--- config.mk ---
export PLATFORM = sky130hd
export DESIGN_NAME = ifmap_addr_walker
export DESIGN_NICKNAME = d
export VERILOG_FILES = /design/src/rtl/conv_geom_pkg.sv /design/src/rtl/wrap_counter.sv /design/src/rtl/ifmap_addr_walker.sv
export SDC_FILE = /design/constraint.sdc
export NUM_CORES = 1
export LEC_CHECK = 0
export ABC_AREA = 1
export CAP_MARGIN = 20
export CORE_AREA = 2 2 53 55
export CTS_CLUSTER_DIAMETER = 50
export DETAILED_ROUTE_END_ITERATION = 8
export DIE_AREA = 0 0 55 57
export PLACE_DENSITY = 0.88
export REMOVE_ABC_BUFFERS = 1
export SYNTH_ARGS = -nofsm -noshare
export SYNTH_HDL_FRONTEND = slang
export SYNTH_SLANG_ARGS = --single-unit
--- constraint.sdc ---
create_clock -name clk -period 1.6 [get_ports clk]
set_input_delay 0.16 -clock clk [delete_from_list [all_inputs] [get_ports clk]]
set_output_delay 0.16 -clock clk [all_outputs]
set_load 0.05 [all_outputs]
--- src/rtl/conv_geom_pkg.sv ---
// rtl/conv_geom_pkg.sv - shared convolution geometry constants, width helpers and walker state type
package conv_geom_pkg;

    localparam int DEF_IFMAP_H  = 5;
    localparam int DEF_IFMAP_W  = 5;
    localparam int DEF_IFMAP_C  = 1;
    localparam int DEF_FILTER_W = 3;

    // Valid-convolution output size for an input edge and a square filter edge
    function automatic int out_dim(input int in_dim, input int k);
        return in_dim - k + 1;
    endfunction

    localparam int DEF_OH = out_dim(DEF_IFMAP_H, DEF_FILTER_W);
    localparam int DEF_OW = out_dim(DEF_IFMAP_W, DEF_FILTER_W);

    // Width needed to index n items, never narrower than one bit
    function automatic int clog2_min1(input int n);
        return (n <= 1) ? 1 : $clog2(n);
    endfunction

    typedef enum logic [1:0] {
        IDLE = 2'd0,
        RUN  = 2'd1,
        DONE = 2'd2
    } walk_state_e;

endpackage

--- src/rtl/wrap_counter.sv ---
// rtl/wrap_counter.sv - modulo-MAX up counter with clear, increment and last-value flag
module wrap_counter #(
    parameter int MAX = 2,
    parameter int W   = 1
) (
    input  logic         clk,
    input  logic         rst_n,
    input  logic         clr,
    input  logic         inc,
    output logic [W-1:0] count,
    output logic         wrap
);

    localparam logic [W-1:0] LAST = W'(MAX - 1);

    assign wrap = (count == LAST);

    // Clear has priority; increment rolls over to zero after the last value
    always_ff @(posedge clk or negedge rst_n) begin
        if (!rst_n) begin
            count <= '0;
        end else if (clr) begin
            count <= '0;
        end else if (inc) begin
            count <= wrap ? '0 : count + 1'b1;
        end
    end

endmodule

--- src/rtl/ifmap_addr_walker.sv ---
// rtl/ifmap_addr_walker.sv - raster walker over IFMAP RAM with matching OFMAP address; optional OFMAP_CHAN_OFFSET_EN
module ifmap_addr_walker
    import conv_geom_pkg::*;
#(
    parameter int IFMAP_H   = DEF_IFMAP_H,
    parameter int IFMAP_W   = DEF_IFMAP_W,
    parameter int IFMAP_C   = DEF_IFMAP_C,
    parameter int FILTER_W  = DEF_FILTER_W,
    parameter int ADDR_W    = clog2_min1(IFMAP_H * IFMAP_W * IFMAP_C),
    parameter int OF_ADDR_W = clog2_min1(out_dim(IFMAP_H, FILTER_W) *
                                         out_dim(IFMAP_W, FILTER_W) * IFMAP_C)
) (
    input  logic                             clk,
    input  logic                             rst_n,
    input  logic                             start,
    input  logic                             abort,
    output logic                             busy,
    output logic                             done,
    output logic                             addr_valid,
    input  logic                             addr_ready,
    output logic [ADDR_W-1:0]                image_ram_addr,
    output logic [clog2_min1(IFMAP_W)-1:0]   x_idx,
    output logic [clog2_min1(IFMAP_H)-1:0]   y_idx,
    output logic [clog2_min1(IFMAP_C)-1:0]   c_idx,
    output logic                             last_col,
    output logic                             last_row,
    output logic                             last_channel,
    output logic                             ofmap_valid,
    output logic [OF_ADDR_W-1:0]             feature_ram_addr
);

    localparam int XW = clog2_min1(IFMAP_W);
    localparam int YW = clog2_min1(IFMAP_H);
    localparam int CW = clog2_min1(IFMAP_C);

    // First column/row at which a full KxK window has been seen
    localparam logic [XW-1:0] X_MIN = XW'(FILTER_W - 1);
    localparam logic [YW-1:0] Y_MIN = YW'(FILTER_W - 1);

    walk_state_e          state_q, state_d;
    logic                 clr;
    logic                 fire;
    logic                 last_all;
    logic                 feat_restart;
    logic [OF_ADDR_W-1:0] feat_cnt;

    assign busy       = (state_q == RUN);
    assign addr_valid = (state_q == RUN);
    assign done       = (state_q == DONE);

    assign fire     = addr_valid && addr_ready && !abort;
    assign last_all = last_col && last_row && last_channel;

    assign ofmap_valid      = addr_valid && (x_idx >= X_MIN) && (y_idx >= Y_MIN);
    assign feature_ram_addr = ofmap_valid ? feat_cnt : '0;

`ifdef OFMAP_CHAN_OFFSET_EN
    // Depthwise: each channel continues into its own OFMAP plane
    assign feat_restart = last_all;
`else
    // Every channel folds onto the same OFMAP plane for accumulation
    assign feat_restart = last_col && last_row;
`endif

    wrap_counter #(.MAX(IFMAP_W), .W(XW)) u_x_cnt (
        .clk   (clk),
        .rst_n (rst_n),
        .clr   (clr),
        .inc   (fire),
        .count (x_idx),
        .wrap  (last_col)
    );

    wrap_counter #(.MAX(IFMAP_H), .W(YW)) u_y_cnt (
        .clk   (clk),
        .rst_n (rst_n),
        .clr   (clr),
        .inc   (fire && last_col),
        .count (y_idx),
        .wrap  (last_row)
    );

    wrap_counter #(.MAX(IFMAP_C), .W(CW)) u_c_cnt (
        .clk   (clk),
        .rst_n (rst_n),
        .clr   (clr),
        .inc   (fire && last_col && last_row),
        .count (c_idx),
        .wrap  (last_channel)
    );

    // State register
    always_ff @(posedge clk or negedge rst_n) begin
        if (!rst_n) begin
            state_q <= IDLE;
        end else begin
            state_q <= state_d;
        end
    end

    // Next-state decode; abort beats start and clears all counters
    always_comb begin
        state_d = state_q;
        clr     = 1'b0;
        case (state_q)
            IDLE: begin
                if (abort) begin
                    clr = 1'b1;
                end else if (start) begin
                    state_d = RUN;
                    clr     = 1'b1;
                end
            end
            RUN: begin
                if (abort) begin
                    state_d = IDLE;
                    clr     = 1'b1;
                end else if (fire && last_all) begin
                    state_d = DONE;
                end
            end
            DONE: begin
                state_d = IDLE;
                clr     = abort;
            end
            default: begin
                state_d = IDLE;
                clr     = 1'b1;
            end
        endcase
    end

    // Linear image address advances by one per accepted beat
    always_ff @(posedge clk or negedge rst_n) begin
        if (!rst_n) begin
            image_ram_addr <= '0;
        end else if (clr) begin
            image_ram_addr <= '0;
        end else if (fire) begin
            image_ram_addr <= last_all ? '0 : image_ram_addr + 1'b1;
        end
    end

    // OFMAP address advances only past beats that closed a window
    always_ff @(posedge clk or negedge rst_n) begin
        if (!rst_n) begin
            feat_cnt <= '0;
        end else if (clr) begin
            feat_cnt <= '0;
        end else if (fire) begin
            if (feat_restart) begin
                feat_cnt <= '0;
            end else if (ofmap_valid) begin
                feat_cnt <= feat_cnt + 1'b1;
            end
        end
    end

endmodule

==> results.toml <==
[floorplan]
rows = 19
floorplan.initialDensity_pct = 45.7
num_io_pins = 28
fp.dieW_um = 55
dieHeight_um = 57
dieArea_um2 = 3140
core_area_um2 = 2620

[routing]
drt_wl_total_mm = 3.38
drt_iter0_markers = 46
drt_drc_violations_left = 0
postRouteAntennaNets = 0
viasPerCell = 5.32
wl_per_cell_um = 14.5
vias = 1244
first_pass_iters = 4

[clock_tree]
clk_latency_ps = 290
root_buffer = "clkbuf_4"
cts.hold.buffers_added = 0
clk_pin_slew_ps = 100
cts_tree = "done"
clock_path_buffers = 2
numCtsBuffers = 3
clkSinkCount = 17
htreeDepth = 1

[power_and_ir_drop]
p_int_uw = 1190
power_switching_uw = 982
power_density_nw_per_um2 = 1160
p_seq_share_pct = 23.1
switching_share_pct = 45.2
ir_worst_vdd_mv = 1.31
p_total_uw = 2170
leakage_uw = 0.000945
clkPwrFrac_pct = 10.7
comb_power_share_pct = 66.2

[sta]
rsz0062_at_grt = "true"
drv_slew = 0
max_freq_mhz = 588
hold_ws_ps = 189
fin_skew_ps = 5.55
final.min_clock_period_ps = 1700
finalHoldViolations = 0
fin_ws_ps = -100
fin_crit_sh_pct = 106
finalSetupViolations = 13

[yosys]
ys_warn_count = 0
synth_seq_cells = 17
synth_edf_count = 0
ys.flop_type = "dfrtp_1"
synth.top_cell.area_share_pct = 35.6
yosysMostFrequentCell = "nand2_1"
async_reset_ff_share_pct = 100
yosys.area.top_type = "dfrtp_1"
synth.top_cells.by_area = "dfrtp_1, ha_1, nand2_1, nand3_1, inv_1"
synthesis.area_um2 = 1200
synth_cell_types = 25
ys_top_cells_by_count = "nand2_1, inv_1, dfrtp_1, nand3_1, nor2_1"
netlist_instances = 156
syn_avg_cell_area_um2 = 7.67
yosysSeqAreaShare_pct = 35.6

[critical_path]
crit_slowest_cell = "dfrtp_1"
slowest_delay_ps = 400
critPathCaptureType = "output port"
start_kind = "flop"
crit_fanout = 5
crit_arrival_ps = 1540
cp_cell_sequence = "inv_2, ha_1, nand3b_1, nand3_4, nor2_4, buf_12"
endpoint = "feature_ram_addr[3]"
ff2ff_path_depth = 8
cp_data_required_time_ps = 1440
rr_startpoint = "state_q[0]$_DFFE_PN0P_"
critical_path_class = "reg2out"
startpoint = "u_y_cnt.count[0]$_DFFE_PN0P_"
r2r_setup_slack_ps = -60
regToRegEndpoint = "feat_cnt[1]$_DFFE_PN0P_"

[layout]
antennaDiodeCount = 0
nets = 221
area_delta_synth_final_pct = 57.1
fillers = 171
drive_gt1_share_pct = 38.9

[global_routing]
grtUsageTotal_pct = 19.8
grt_max_degree = 18
antenna_found_initial = 0
grt_pass1_vias = 1031
grt_pass1_wl_mm = 4.62
gr-total-overflow = 0

[outcome]
status = "finished with violations"
violations = "negative setup slack"

[flow_run]
maxCapViolations = 0

[worst_hold_path]
hp-class = "in2async"

[placement]
place_ws_ps = -15.0
io_buffers = 25
dp_hpwl_mm = 1.94
routabilityCongestion = 0.833
==> cells in the final DEF, fill, tap and decap left out, types with 2 or more instances in the layout <==
master            n
inv_2             6
nand4_1           3
nand3_1          15
nor2_1            7
nor2_4            7
buf_12           11
nand2_1          33
clkdlybuf4s50_1   4
o21ai_1           7
conb_1            2
ha_4              3
nand3_4           3
ha_1              8
dfrtp_1          17
xor2_1            3
clkbuf_4          3
buf_4            31
nor2_2            3
a21oi_2           2
nand2_4           2
nand2_2           2
o21ai_0           3
inv_1            17
==> layout make-up <==
class | count | area [um2] | area share, %
Clock buffer | 4 | 26.3 | 1.40
Inverter | 24 | 92.6 | 4.93
Multi-Input combinational cell | 110 | 767 | 40.8
Sequential cell | 17 | 425 | 22.6
Tap cell | 31 | 38.8 | 2.06
Timing Repair Buffer | 48 | 529 | 28.2
==> worst max-delay path: cells and delay by family (launching register included) <==
kind                     cells  cell delay, ps
adder cells (fa/ha/maj)      1             130
AND/OR/NAND/NOR              3             510
flip-flops                   1             400
buffers and inverters        2             210
==> metrics by stage <==
step / utilization, % / std cells / setup TNS [ps] / area, um2
floorplan: - / 151 / -12960 / 1150
global placement: 60.5 / 214 / 0 / 1580
detailed placement: 60.5 / 214 / -35.0 / 1580
CTS: 67.1 / 227 / -331 / 1750
global route: 71.9 / 234 / -2250 / 1880
finish: 71.9 / 234 / -706 / 1880
==> kinds of logic after synthesis <==
family	count (synthesis)	share of synthesized area, %
buf+inv	29	11.0
fa+ha+maj	12	12.6
simple gates	79	31.6
flops	17	35.6
compound gates	13	5.75
xor+xnor	4	2.93
other cells	2	0.628
==> per-layer routing <==
metal | global-route usage, % | part of all wire [%] | vias to the layer above
met5 | 0 | 0 | -
met3 | 3.66 | 4.9 | 7
met1 | 26.1 | 41 | 610
met2 | 32.3 | 53 | 41
met4 | 6.27 | 1.2 | 0
li1 | - | - | 586
==> what timing repair did <==
item / 4_1_cts / 5_1_grt
resized for setup: 20 / 13
pin swaps: 6 / 9
hold endpoints to repair: 0 / 0
setup endpoints to repair: 9 / 24
cloned: 0 / 1
buffers inserted: 9 / 6
==> power groups by stage <==
stage          clock network (uW)  logic, uW  registers (uW)
6_report                      233       1440             501
5_1_grt                       248       1520             507
4_1_cts                       230       1160             509
3_5_place_dp                    0       1050             516
3_3_place_gp                    0       1030             514
2_1_floorplan                   0        540             571
==> registers in the layout, summed over array words and instances (netlist names) <==
name            cells
u_x_cnt.count       3
image_ram_addr      5
feat_cnt            4
state_q             2
u_y_cnt.count       3
==> worst min-delay path by stage <==
| stage | start | to | slack (ps) |
|---|---|---|---|
| global route | rst_n | u_y_cnt.count[1]$_DFFE_PN0P_ | 210 |
| floorplan | rst_n | feat_cnt[0]$_DFFE_PN0P_ | -140 |
| global placement | image_ram_addr[1]$_DFFE_PN0P_ | image_ram_addr[1]$_DFFE_PN0P_ | 500 |
| finish | rst_n | u_y_cnt.count[0]$_DFFE_PN0P_ | 190 |
| detailed placement | rst_n | u_y_cnt.count[0]$_DFFE_PN0P_ | 510 |
| CTS | rst_n | state_q[0]$_DFFE_PN0P_ | 200 |
Power figures use the tool's default switching activity.
